`config.mk`:
```
export PLATFORM = sky130hd
export DESIGN_NAME = sfp_port_mgr_flat
export DESIGN_NICKNAME = d
export VERILOG_FILES = /design/src/rtl/sfp_port_mgr_if.sv /design/src/rtl/sfp_port_mgr.sv /design/src/flat_wrapper.sv
export SDC_FILE = /design/constraint.sdc
export NUM_CORES = 1
export LEC_CHECK = 0
export BUFFER_PORTS_ARGS = -buffer_cell sky130_fd_sc_hd__clkbuf_2
export CORE_MARGIN = 5
export CORE_UTILIZATION = 62
export DETAILED_ROUTE_END_ITERATION = 16
export PLACE_DENSITY = 0.89
export SLEW_MARGIN = 25
export SYNTH_ARGS = -nofsm -noshare
export SYNTH_HDL_FRONTEND = slang
export SYNTH_SLANG_ARGS = --single-unit
```
`constraint.sdc`:
```
create_clock -name clk200 -period 3.8 [get_ports clk200]
set_clock_uncertainty 0.2 [all_clocks]
set_input_delay 0.19 -clock clk200 [delete_from_list [all_inputs] [get_ports clk200]]
set_output_delay 0.19 -clock clk200 [all_outputs]
set_load 0.03 [all_outputs]
```
`src/rtl/sfp_port_mgr_if.sv`:
```
// rtl/sfp_port_mgr_if.sv - SFP cage pins and MAC-side link signals for sfp_port_mgr
//
// Bundles the per-port vectors exchanged between the SFP cages, the per-port
// eth_top instances and the port manager. Bit i of every vector belongs to
// port i; fault_cnt packs port i at [8i+7:8i].
//   sfp_rx_los      raw LOS pins (asynchronous)
//   sfp_tx_fault    raw TX_FAULT pins (asynchronous)
//   port_enable     static per-port enable
//   mac_link_up     PCS block-lock / link status
//   sfp_tx_disable  1 = laser off
//   mac_rst         active-high reset to eth_top
//   port_up         1 = port in UP
//   led             status LED
//   fault_cnt       saturating fault-entry counters
// The slave modport is the port manager; the master modport is its environment.

interface sfp_port_mgr_if #(
    parameter int NUM_PORTS = 4
) ();
    logic [NUM_PORTS-1:0]   sfp_rx_los;
    logic [NUM_PORTS-1:0]   sfp_tx_fault;
    logic [NUM_PORTS-1:0]   port_enable;
    logic [NUM_PORTS-1:0]   mac_link_up;
    logic [NUM_PORTS-1:0]   sfp_tx_disable;
    logic [NUM_PORTS-1:0]   mac_rst;
    logic [NUM_PORTS-1:0]   port_up;
    logic [NUM_PORTS-1:0]   led;
    logic [8*NUM_PORTS-1:0] fault_cnt;

    modport master (
        output sfp_rx_los, sfp_tx_fault, port_enable, mac_link_up,
        input  sfp_tx_disable, mac_rst, port_up, led, fault_cnt
    );

    modport slave (
        input  sfp_rx_los, sfp_tx_fault, port_enable, mac_link_up,
        output sfp_tx_disable, mac_rst, port_up, led, fault_cnt
    );
endinterface

```
`src/rtl/sfp_port_mgr.sv`:
```
// rtl/sfp_port_mgr.sv - per-port SFP link manager (debounce, TX_DISABLE/MAC reset sequencing, fault counting, LED)
//
// Ports:
//   clk200   system clock (200 MHz)
//   sys_rst  synchronous active-high reset
//   bus      sfp_port_mgr_if.slave: SFP pins, enables, MAC link status in;
//            tx_disable, mac_rst, port_up, led, fault_cnt out
// Parameters:
//   NUM_PORTS        number of SFP channels (1..8)
//   DEBOUNCE_CYCLES  consecutive stable cycles before a debounced pin changes
//   STABLE_CYCLES    settle window after MAC reset release
//   RETRY_CYCLES     FAULT hold-off before automatic retry
//   BLINK_BIT        blink counter bit for slow blink (must be >= 2)
// Build option:
//   SFP_AUTO_RETRY_EN  when defined, FAULT retries after RETRY_CYCLES once
//                      TX_FAULT has cleared; otherwise FAULT is sticky until
//                      port_enable drops or sys_rst.

module sfp_port_mgr #(
    parameter int NUM_PORTS       = 4,
    parameter int DEBOUNCE_CYCLES = 2000,
    parameter int STABLE_CYCLES   = 200000,
    parameter int RETRY_CYCLES    = 2000000,
    parameter int BLINK_BIT       = 24
) (
    input  logic           clk200,
    input  logic           sys_rst,
    sfp_port_mgr_if.slave  bus
);

    localparam int TMR_MAX = (STABLE_CYCLES > RETRY_CYCLES) ? STABLE_CYCLES : RETRY_CYCLES;
    localparam int TW      = $clog2(TMR_MAX + 1);
    localparam int DCW     = $clog2(DEBOUNCE_CYCLES + 1);

    localparam logic [DCW-1:0] DEB_LAST    = DCW'(DEBOUNCE_CYCLES - 1);
    localparam logic [TW-1:0]  STABLE_LOAD = TW'(STABLE_CYCLES - 1);
`ifdef SFP_AUTO_RETRY_EN
    localparam logic [TW-1:0]  RETRY_LOAD  = TW'(RETRY_CYCLES - 1);
`endif

    localparam logic [2:0] ST_OFF      = 3'd0;
    localparam logic [2:0] ST_WAIT_SIG = 3'd1;
    localparam logic [2:0] ST_SETTLE   = 3'd2;
    localparam logic [2:0] ST_UP       = 3'd3;
    localparam logic [2:0] ST_FAULT    = 3'd4;

    // Shared free-running blink counter; only bits up to BLINK_BIT matter.
    logic [BLINK_BIT:0] blink_cnt;

    // Two-flop synchronisers for the asynchronous cage pins.
    logic [NUM_PORTS-1:0] los_s1, los_s2;
    logic [NUM_PORTS-1:0] flt_s1, flt_s2;

    // Debounced pin values and their stability counters.
    logic [NUM_PORTS-1:0] deb_los, deb_flt;
    logic [DCW-1:0]       los_cnt [NUM_PORTS];
    logic [DCW-1:0]       flt_cnt [NUM_PORTS];

    // Per-port FSM, shared SETTLE/FAULT timer and fault counter.
    logic [2:0]           state   [NUM_PORTS];
    logic [TW-1:0]        timer   [NUM_PORTS];
    logic [7:0]           fcnt    [NUM_PORTS];

    // Output vectors before they are handed to the interface.
    logic [NUM_PORTS-1:0]   tx_disable_v;
    logic [NUM_PORTS-1:0]   mac_rst_v;
    logic [NUM_PORTS-1:0]   port_up_v;
    logic [NUM_PORTS-1:0]   led_v;
    logic [8*NUM_PORTS-1:0] fault_cnt_v;

    always_ff @(posedge clk200) begin
        if (sys_rst) begin
            blink_cnt <= '0;
            los_s1    <= '1;
            los_s2    <= '1;
            flt_s1    <= '0;
            flt_s2    <= '0;
            deb_los   <= '1;
            deb_flt   <= '0;
            for (int i = 0; i < NUM_PORTS; i++) begin
                los_cnt[i] <= '0;
                flt_cnt[i] <= '0;
                state[i]   <= ST_OFF;
                timer[i]   <= '0;
                fcnt[i]    <= '0;
            end
        end else begin
            blink_cnt <= blink_cnt + 1'b1;
            los_s1    <= bus.sfp_rx_los;
            los_s2    <= los_s1;
            flt_s1    <= bus.sfp_tx_fault;
            flt_s2    <= flt_s1;

            for (int i = 0; i < NUM_PORTS; i++) begin
                // Debounce: count cycles the synchronised value disagrees with
                // the debounced one; returning to agreement restarts the count.
                if (los_s2[i] == deb_los[i]) begin
                    los_cnt[i] <= '0;
                end else if (los_cnt[i] == DEB_LAST) begin
                    deb_los[i] <= los_s2[i];
                    los_cnt[i] <= '0;
                end else begin
                    los_cnt[i] <= los_cnt[i] + 1'b1;
                end

                if (flt_s2[i] == deb_flt[i]) begin
                    flt_cnt[i] <= '0;
                end else if (flt_cnt[i] == DEB_LAST) begin
                    deb_flt[i] <= flt_s2[i];
                    flt_cnt[i] <= '0;
                end else begin
                    flt_cnt[i] <= flt_cnt[i] + 1'b1;
                end

                // FSM acts on the registered debounced values, so a pin edge
                // reaches the state one cycle after the debouncer flips.
                if (!bus.port_enable[i]) begin
                    // Enable drop overrides any simultaneous event, and no
                    // fault is counted on this edge.
                    state[i] <= ST_OFF;
                    timer[i] <= '0;
                end else begin
                    case (state[i])
                        ST_OFF: begin
                            state[i] <= ST_WAIT_SIG;
                        end
                        ST_WAIT_SIG: begin
                            if (deb_flt[i]) begin
                                state[i] <= ST_FAULT;
                                if (fcnt[i] != 8'hFF) fcnt[i] <= fcnt[i] + 1'b1;
`ifdef SFP_AUTO_RETRY_EN
                                timer[i] <= RETRY_LOAD;
`endif
                            end else if (!deb_los[i]) begin
                                state[i] <= ST_SETTLE;
                                timer[i] <= STABLE_LOAD;
                            end
                        end
                        ST_SETTLE: begin
                            if (deb_flt[i]) begin
                                state[i] <= ST_FAULT;
                                if (fcnt[i] != 8'hFF) fcnt[i] <= fcnt[i] + 1'b1;
`ifdef SFP_AUTO_RETRY_EN
                                timer[i] <= RETRY_LOAD;
`endif
                            end else if (deb_los[i]) begin
                                state[i] <= ST_WAIT_SIG;
                            end else if (timer[i] == '0) begin
                                // No link after the settle window: go back and
                                // re-reset the MAC for another attempt.
                                state[i] <= bus.mac_link_up[i] ? ST_UP : ST_WAIT_SIG;
                            end else begin
                                timer[i] <= timer[i] - 1'b1;
                            end
                        end
                        ST_UP: begin
                            if (deb_flt[i]) begin
                                state[i] <= ST_FAULT;
                                if (fcnt[i] != 8'hFF) fcnt[i] <= fcnt[i] + 1'b1;
`ifdef SFP_AUTO_RETRY_EN
                                timer[i] <= RETRY_LOAD;
`endif
                            end else if (deb_los[i] || !bus.mac_link_up[i]) begin
                                state[i] <= ST_WAIT_SIG;
                            end
                        end
                        ST_FAULT: begin
`ifdef SFP_AUTO_RETRY_EN
                            // A fault still present at expiry re-arms the
                            // hold-off without counting a new entry.
                            if (timer[i] == '0) begin
                                if (deb_flt[i]) begin
                                    timer[i] <= RETRY_LOAD;
                                end else begin
                                    state[i] <= ST_WAIT_SIG;
                                end
                            end else begin
                                timer[i] <= timer[i] - 1'b1;
                            end
`else
                            // Sticky: only the enable drop above leaves FAULT.
                            state[i] <= ST_FAULT;
`endif
                        end
                        default: begin
                            state[i] <= ST_OFF;
                            timer[i] <= '0;
                        end
                    endcase
                end
            end
        end
    end

    // Moore output decode from registered state and blink counter only.
    always_comb begin
        tx_disable_v = '1;
        mac_rst_v    = '1;
        port_up_v    = '0;
        led_v        = '0;
        fault_cnt_v  = '0;
        for (int i = 0; i < NUM_PORTS; i++) begin
            fault_cnt_v[8*i +: 8] = fcnt[i];
            case (state[i])
                ST_WAIT_SIG: begin
                    tx_disable_v[i] = 1'b0;
                    led_v[i]        = blink_cnt[BLINK_BIT];
                end
                ST_SETTLE: begin
                    tx_disable_v[i] = 1'b0;
                    mac_rst_v[i]    = 1'b0;
                    led_v[i]        = blink_cnt[BLINK_BIT];
                end
                ST_UP: begin
                    tx_disable_v[i] = 1'b0;
                    mac_rst_v[i]    = 1'b0;
                    port_up_v[i]    = 1'b1;
                    led_v[i]        = 1'b1;
                end
                ST_FAULT: begin
                    led_v[i]        = blink_cnt[BLINK_BIT-2];
                end
                default: begin
                    led_v[i]        = 1'b0;
                end
            endcase
        end
    end

    assign bus.sfp_tx_disable = tx_disable_v;
    assign bus.mac_rst        = mac_rst_v;
    assign bus.port_up        = port_up_v;
    assign bus.led            = led_v;
    assign bus.fault_cnt      = fault_cnt_v;

endmodule

```
`src/flat_wrapper.sv`:
```
// flat-port wrapper written by rule: the top's interface ports become plain ports
module sfp_port_mgr_flat 
#(
    parameter int NUM_PORTS       = 4,
    parameter int DEBOUNCE_CYCLES = 2000,
    parameter int STABLE_CYCLES   = 200000,
    parameter int RETRY_CYCLES    = 2000000,
    parameter int BLINK_BIT       = 24
)
  (clk200, sys_rst, bus_sfp_rx_los, bus_sfp_tx_fault, bus_port_enable, bus_mac_link_up, bus_sfp_tx_disable, bus_mac_rst, bus_port_up, bus_led, bus_fault_cnt);
  sfp_port_mgr_if #(.NUM_PORTS(NUM_PORTS)) bus_i ();
  input  logic clk200;
  input  logic sys_rst;
  input wire logic [$bits(bus_i.sfp_rx_los)-1:0] bus_sfp_rx_los;
  input wire logic [$bits(bus_i.sfp_tx_fault)-1:0] bus_sfp_tx_fault;
  input wire logic [$bits(bus_i.port_enable)-1:0] bus_port_enable;
  input wire logic [$bits(bus_i.mac_link_up)-1:0] bus_mac_link_up;
  output wire logic [$bits(bus_i.sfp_tx_disable)-1:0] bus_sfp_tx_disable;
  output wire logic [$bits(bus_i.mac_rst)-1:0] bus_mac_rst;
  output wire logic [$bits(bus_i.port_up)-1:0] bus_port_up;
  output wire logic [$bits(bus_i.led)-1:0] bus_led;
  output wire logic [$bits(bus_i.fault_cnt)-1:0] bus_fault_cnt;
  assign bus_i.sfp_rx_los = bus_sfp_rx_los;
  assign bus_i.sfp_tx_fault = bus_sfp_tx_fault;
  assign bus_i.port_enable = bus_port_enable;
  assign bus_i.mac_link_up = bus_mac_link_up;
  assign bus_sfp_tx_disable = bus_i.sfp_tx_disable;
  assign bus_mac_rst = bus_i.mac_rst;
  assign bus_port_up = bus_i.port_up;
  assign bus_led = bus_i.led;
  assign bus_fault_cnt = bus_i.fault_cnt;
  sfp_port_mgr #(.NUM_PORTS(NUM_PORTS), .DEBOUNCE_CYCLES(DEBOUNCE_CYCLES), .STABLE_CYCLES(STABLE_CYCLES), .RETRY_CYCLES(RETRY_CYCLES), .BLINK_BIT(BLINK_BIT)) u_core (.clk200(clk200), .sys_rst(sys_rst), .bus(bus_i));
endmodule
```
# --- After elaboration in Yosys (flattened, before gate mapping) ---
# Memory sizes are Yosys's and may differ from the RTL's.
# Cells that the tools add are included.
classes:
  n_addsub: 17
  n_eq_ne: 36
  muxes: 502
  bitwise: 104
  reduce_logical: 40
ops:
  columns: ["operator", "n"]
  rows:
  - ["$mux W1", 398]
  - ["$mux W21", 16]
  - ["$mux W11", 24]
  - ["$mux W3", 44]
  - ["$mux W8", 12]
  - ["$or A1 B1 Y1", 96]
  - ["$add A11 B1 Y11 const B", 8]
  - ["$eq A11 B11 Y1 const B", 8]
  - ["$logic_not A21 Y1", 4]
  - ["$sub A21 B1 Y21 const B", 4]
  - ["$add A8 B1 Y8 const B", 4]
  - ["$ne A8 B8 Y1 const B", 4]
  - ["$add A25 B1 Y25 const B", 1]
  - ["$eq A3 B2 Y1 const B", 8]
  - ["$reduce_or A5 Y1", 4]
  - ["$reduce_and A2 Y1", 8]
  - ["$reduce_or A2 Y1", 8]
  - ["$eq A3 B1 Y1 const B", 4]
  - ["$eq A3 B3 Y1 const B", 4]
  - ["$logic_not A3 Y1", 4]
  - ["$pmux W1 S3", 4]
  - ["$reduce_or A3 Y1", 4]
  - ["$eq A1 B1 Y1", 8]
  - ["$mux W2", 4]
  - ["3 further kinds", 16]
totals:
  register_bits: 49
  mem_bits_rw: 216
  input_bits: 18
  output_inout_bits: 48
  elab_cells: 717
  memories: 5
memory_table:
  columns: ["name", "words", "word_bits", "read_ports", "rd_ports_with_merged_regs", "write_ports", "line_no", "source"]
  rows:
  - ["u_core.timer", 4, 21, 4, 0, 4, "sfp_port_mgr.sv:61", "logic [TW-1:0] timer [NUM_PORTS];"]
  - ["u_core.flt_cnt", 4, 11, 4, 0, 4, "sfp_port_mgr.sv:57", "logic [DCW-1:0] flt_cnt [NUM_PORTS];"]
  - ["u_core.los_cnt", 4, 11, 4, 0, 4, "sfp_port_mgr.sv:56", "logic [DCW-1:0] los_cnt [NUM_PORTS];"]
  - ["u_core.fcnt", 4, 8, 4, 0, 4, "sfp_port_mgr.sv:62", "logic [7:0] fcnt [NUM_PORTS];"]
  - ["u_core.state", 4, 3, 4, 0, 4, "sfp_port_mgr.sv:60", "logic [2:0] state [NUM_PORTS];"]

# --- Depth between registers and ports, before layout ---
# An unclocked memory read counts as a cell.
logic_depth:
  depth_word: 16
  mapped_depth: 7
  mapped_depth_nobuf: 6

# --- Worst setup path after synthesis ---
# Ideal clock, no wire load.
synth_timing:
  path_type: "register -> register"
  from: "memory u_core.timer[0][57] in the netlist's numbering"
  to: "memory u_core.timer[0][42] in the netlist's numbering, enable pin"
  setup_ns: 0.462
  t_arrival_ns: 2.416
  required_ns: 3.138
  path_slack_ns: 0.723
  path_stages_with_launch: 6
  n_path_buf: 1
  period_less_slack_ns: 3.077
  cell_sequence: "edfxtp_1 or4_1 or4_1 o21bai_1 buf_2 nand3_1"
synth_rtl:
  columns: ["element", "line_no"]
  rows:
  - ["start, declared", "sfp_port_mgr.sv:61"]

==> flow_metrics.env <==
export IMPL_htreeDepth=1
export IMPL_r2r_start="u_core.timer[0][21]"
export IMPL_wl_per_cell_microns=15.1
export IMPL_drt_iter0_drc=774
export IMPL_track_usage_pct=20.7
export IMPL_synth_edf_count=216
export IMPL_grt_pass1_vias=9869
export IMPL_path_buf_inv=2
export IMPL_hp_start="bus_sfp_rx_los[1]"
export IMPL_clock_sinks=265
export IMPL_ir_drop_mv=0.408
export IMPL_worstPathMaxFanout=22
export IMPL_end_kind="flop"
export IMPL_grt_max_degree=37
export IMPL_die_x_microns=159
export IMPL_path_depth=7
export IMPL_antenna_found_initial=0
export IMPL_leakagePower_nw=5.62
export IMPL_avgSynthCellArea_sq_um=10.5
export IMPL_synthToLayoutAreaGrowth_pct=14.3
export IMPL_fin_nets=1527
export IMPL_routed_via_density=5.75
export IMPL_wl_mm=26.9
export IMPL_required_ns=3.88
export IMPL_power_density_mw_per_mm2=408
export IMPL_drtAntennaViolNets=0
export IMPL_status="complete, no violations"
export IMPL_cts_buffers_inserted=27
export IMPL_initial_core_util_pct=63.1
export IMPL_critical_path_class="reg -> reg"
export IMPL_yosys_most_used_dff="edfxtp_1"
export IMPL_worst_path_max_delay_cell="or4b_2"
export IMPL_drcViolationCount=0
export IMPL_rr_worst_depth=7
export IMPL_max_freq_mhz=331
export IMPL_cpLargestDelayFamily="simple AND/OR/NAND/NOR gates"
export IMPL_dr_pass1_iters=5
export IMPL_rrSetupSlack_ns=0.78
export IMPL_num_antenna_cells=0
export IMPL_fillers=1499
export IMPL_cp_arrival_ns=3.10
export IMPL_period_share_pct=79.6
export IMPL_ys_async_sr_fraction_pct=0
export IMPL_overflow=0
export IMPL_cp_start_kind="flop"
export IMPL_period_minus_slack_ns=3.02
export IMPL_netlist_instances=1321
export IMPL_setup_tns_final_ns=0
export IMPL_synth_seq_area_share_pct=54.0
export IMPL_slew_violations=0
export IMPL_vias=10300
export IMPL_gp_congestion=0.850
export IMPL_io_pins=66
export IMPL_clock_latency_ns=0.53
export IMPL_critPathMaxStageDelay_ns=0.59
export IMPL_num_rows=54
export IMPL_synth_seq_cells=265
export IMPL_path_cells="inv_1 -> ha_1 -> or4b_2 -> nor4_1 -> a21bo_2 -> nand3_1 -> buf_4"
export IMPL_max_slew_margin_pct=35.7
export IMPL_syn_cell_area_sq_mm=0.0138
export IMPL_dieArea_sq_mm=0.0254
export IMPL_final_layout_size_suffix_gt1_share_pct=10.0
export IMPL_core_area_sq_mm=0.0219
export IMPL_io_buffers=65
export IMPL_grt_pass1_wl_mm=46.0
export IMPL_tritoncts="yes"
export IMPL_tightest_slew_ns=0.955
export IMPL_cts_resized=0
export IMPL_crit_path_start="u_core.timer[0][21]"
export IMPL_synth_cell_types=59
export IMPL_hp_class="in -> reg"
export IMPL_path_clk_slew_ns=0.06
export IMPL_synth_warnings=0
export IMPL_cts_root_buf="clkbuf_16"
export IMPL_rsz0062_at_grt="no"
export IMPL_power_mw=6.45
export IMPL_dieHeight_microns=159
export IMPL_cts_buffer_depth=3
export IMPL_setup_violations=0
export IMPL_hold_violations=0
export IMPL_min_path_cells=3
export IMPL_drv_cap=0
export IMPL_rr_endpoint="u_core.timer[0][25]"
export IMPL_hold_path_end="u_core.los_s1[1]"
export IMPL_hpwl_mm=18.3
[worst register-to-register path, stage by stage, from the launching register on]
cell and delay (ns):
edfxtp_1 0.43, inv_1 0.12, ha_1 0.15, or4b_2 0.59, nor4_1 0.40, a21bo_2 0.50, nand3_1 0.16, buf_4 0.22
[sequential cells by signal, indices dropped and copies added, names as in the netlist]
register,cells
u_core.flt_s1,4
u_core.los_s1,4
u_core.los_cnt,44
u_core.timer,84
u_core.los_s2,4
u_core.state,12
u_core.deb_flt,4
u_core.blink_cnt,25
u_core.flt_cnt,44
u_core.flt_s2,4
u_core.deb_los,4
u_core.fcnt,32
[where the power goes]
| part | total (mW) | switching [mW] | internal, mW |
|---|---|---|---|
| sequential | 3.38 | 0.128 | 3.26 |
| combinational | 0.520 | 0.316 | 0.204 |
| clock | 2.55 | 1.05 | 1.50 |
[final cells by class]
class                      instances  area (sq um)  share of cell area (%)
multi-input combinational       1059          6360                    40.3
sequential                       265          7470                    47.2
inverter                          37           139                   0.879
clock buffer                      39           751                    4.75
tap                              280           350                    2.22
clock inverter                    10           103                   0.649
timing repair buffer              98           633                    4.01
[layout by cell type (no fill, tap or decap), types with 6 or more instances in the layout]
cell type / Yosys / routed
nor3_1: 35 / 35
nor4b_1: 7 / 7
nand3b_1: 6 / 6
or4_1: 27 / 27
ha_1: 21 / 21
or3_1: 34 / 34
a21oi_1: 49 / 49
nor2b_1: 20 / 20
nand2_1: 67 / 67
clkbuf_16: 0 / 27
and3_1: 13 / 13
nand2b_1: 27 / 27
and4_1: 10 / 10
clkbuf_2: 0 / 65
nand4b_1: 9 / 9
dfxtp_1: 49 / 49
or2_2: 17 / 17
o31ai_1: 25 / 24
nand3_1: 53 / 53
o21ai_0: 59 / 59
buf_4: 0 / 13
edfxtp_1: 216 / 216
conb_1: 1 / 88
xor2_1: 82 / 82
clkbuf_1: 36 / 9
nor2_1: 193 / 193
clkinv_2: 0 / 6
nand4_1: 35 / 35
dlygate4sd3_1: 0 / 19
o31a_1: 7 / 7
nor4_1: 26 / 26
xnor2_1: 76 / 76
nor3b_1: 6 / 6
inv_1: 37 / 37
[stage by stage]
stage	area, sq um	std cells	setup WS, ns	utilization [%]	hold slack, ns
2_1_floorplan	14100	1408	0.723	-	0.0938
3_3_place_gp	14800	1720	0.990	67.4	0.182
3_5_place_dp	14800	1720	0.809	67.4	0.184
4_1_cts	15800	1788	0.789	72.2	0.181
5_1_grt	15800	1788	0.601	72.2	0.210
6_report	15800	1788	0.775	72.2	0.203
[routing by layer]
metal	vias to the layer above	track usage (%)	part of all wire [%]
met4	0	6.09	2.3
li1	5084	-	-
met5	-	0	0
met3	52	2.69	4.2
met1	4926	27.2	43
met2	227	36.3	51
[cell families (layout without fill, tap and decap cells)]
group	Yosys count	after routing	share of synthesized area [%]
compound gates	187	187	8.51
xor+xnor	158	158	10.0
fa+ha+maj	21	21	1.90
buf+inv	84	184	2.34
flops	265	265	54.0
mux	5	5	0.371
other cells	1	88	0.0271
simple gates	600	600	22.8
[synthesized netlist by cell type, types with 25 or more instances]
master / count / area, sq um
dfxtp_1: 49 / 981
o21ai_0: 59 / 295
a21oi_1: 49 / 245
xor2_1: 82 / 718
or4_1: 27 / 203
xnor2_1: 76 / 666
o31ai_1: 25 / 188
nor4_1: 26 / 163
nor2_1: 193 / 724
nor3_1: 35 / 175
nand2_1: 67 / 251
edfxtp_1: 216 / 6490
nand2b_1: 27 / 169
clkbuf_1: 36 / 135
inv_1: 37 / 139
nand3_1: 53 / 265
or3_1: 34 / 213
nand4_1: 35 / 219
[worst max path at each step]
stage,to,slack (ns)
detailed placement,u_core.timer[0][21],0.81
finish,u_core.timer[0][25],0.78
global route,u_core.timer[0][27],0.60
floorplan,u_core.timer[0][42],0.72
global placement,u_core.timer[0][21],0.99
CTS,u_core.timer[0][29],0.79
[timing repair]
action	4_1_cts	5_1_grt
hold buffers	19	0
hold endpoints to repair	26	0
buffers inserted	0	0
(Power assumes the default switching activity.)
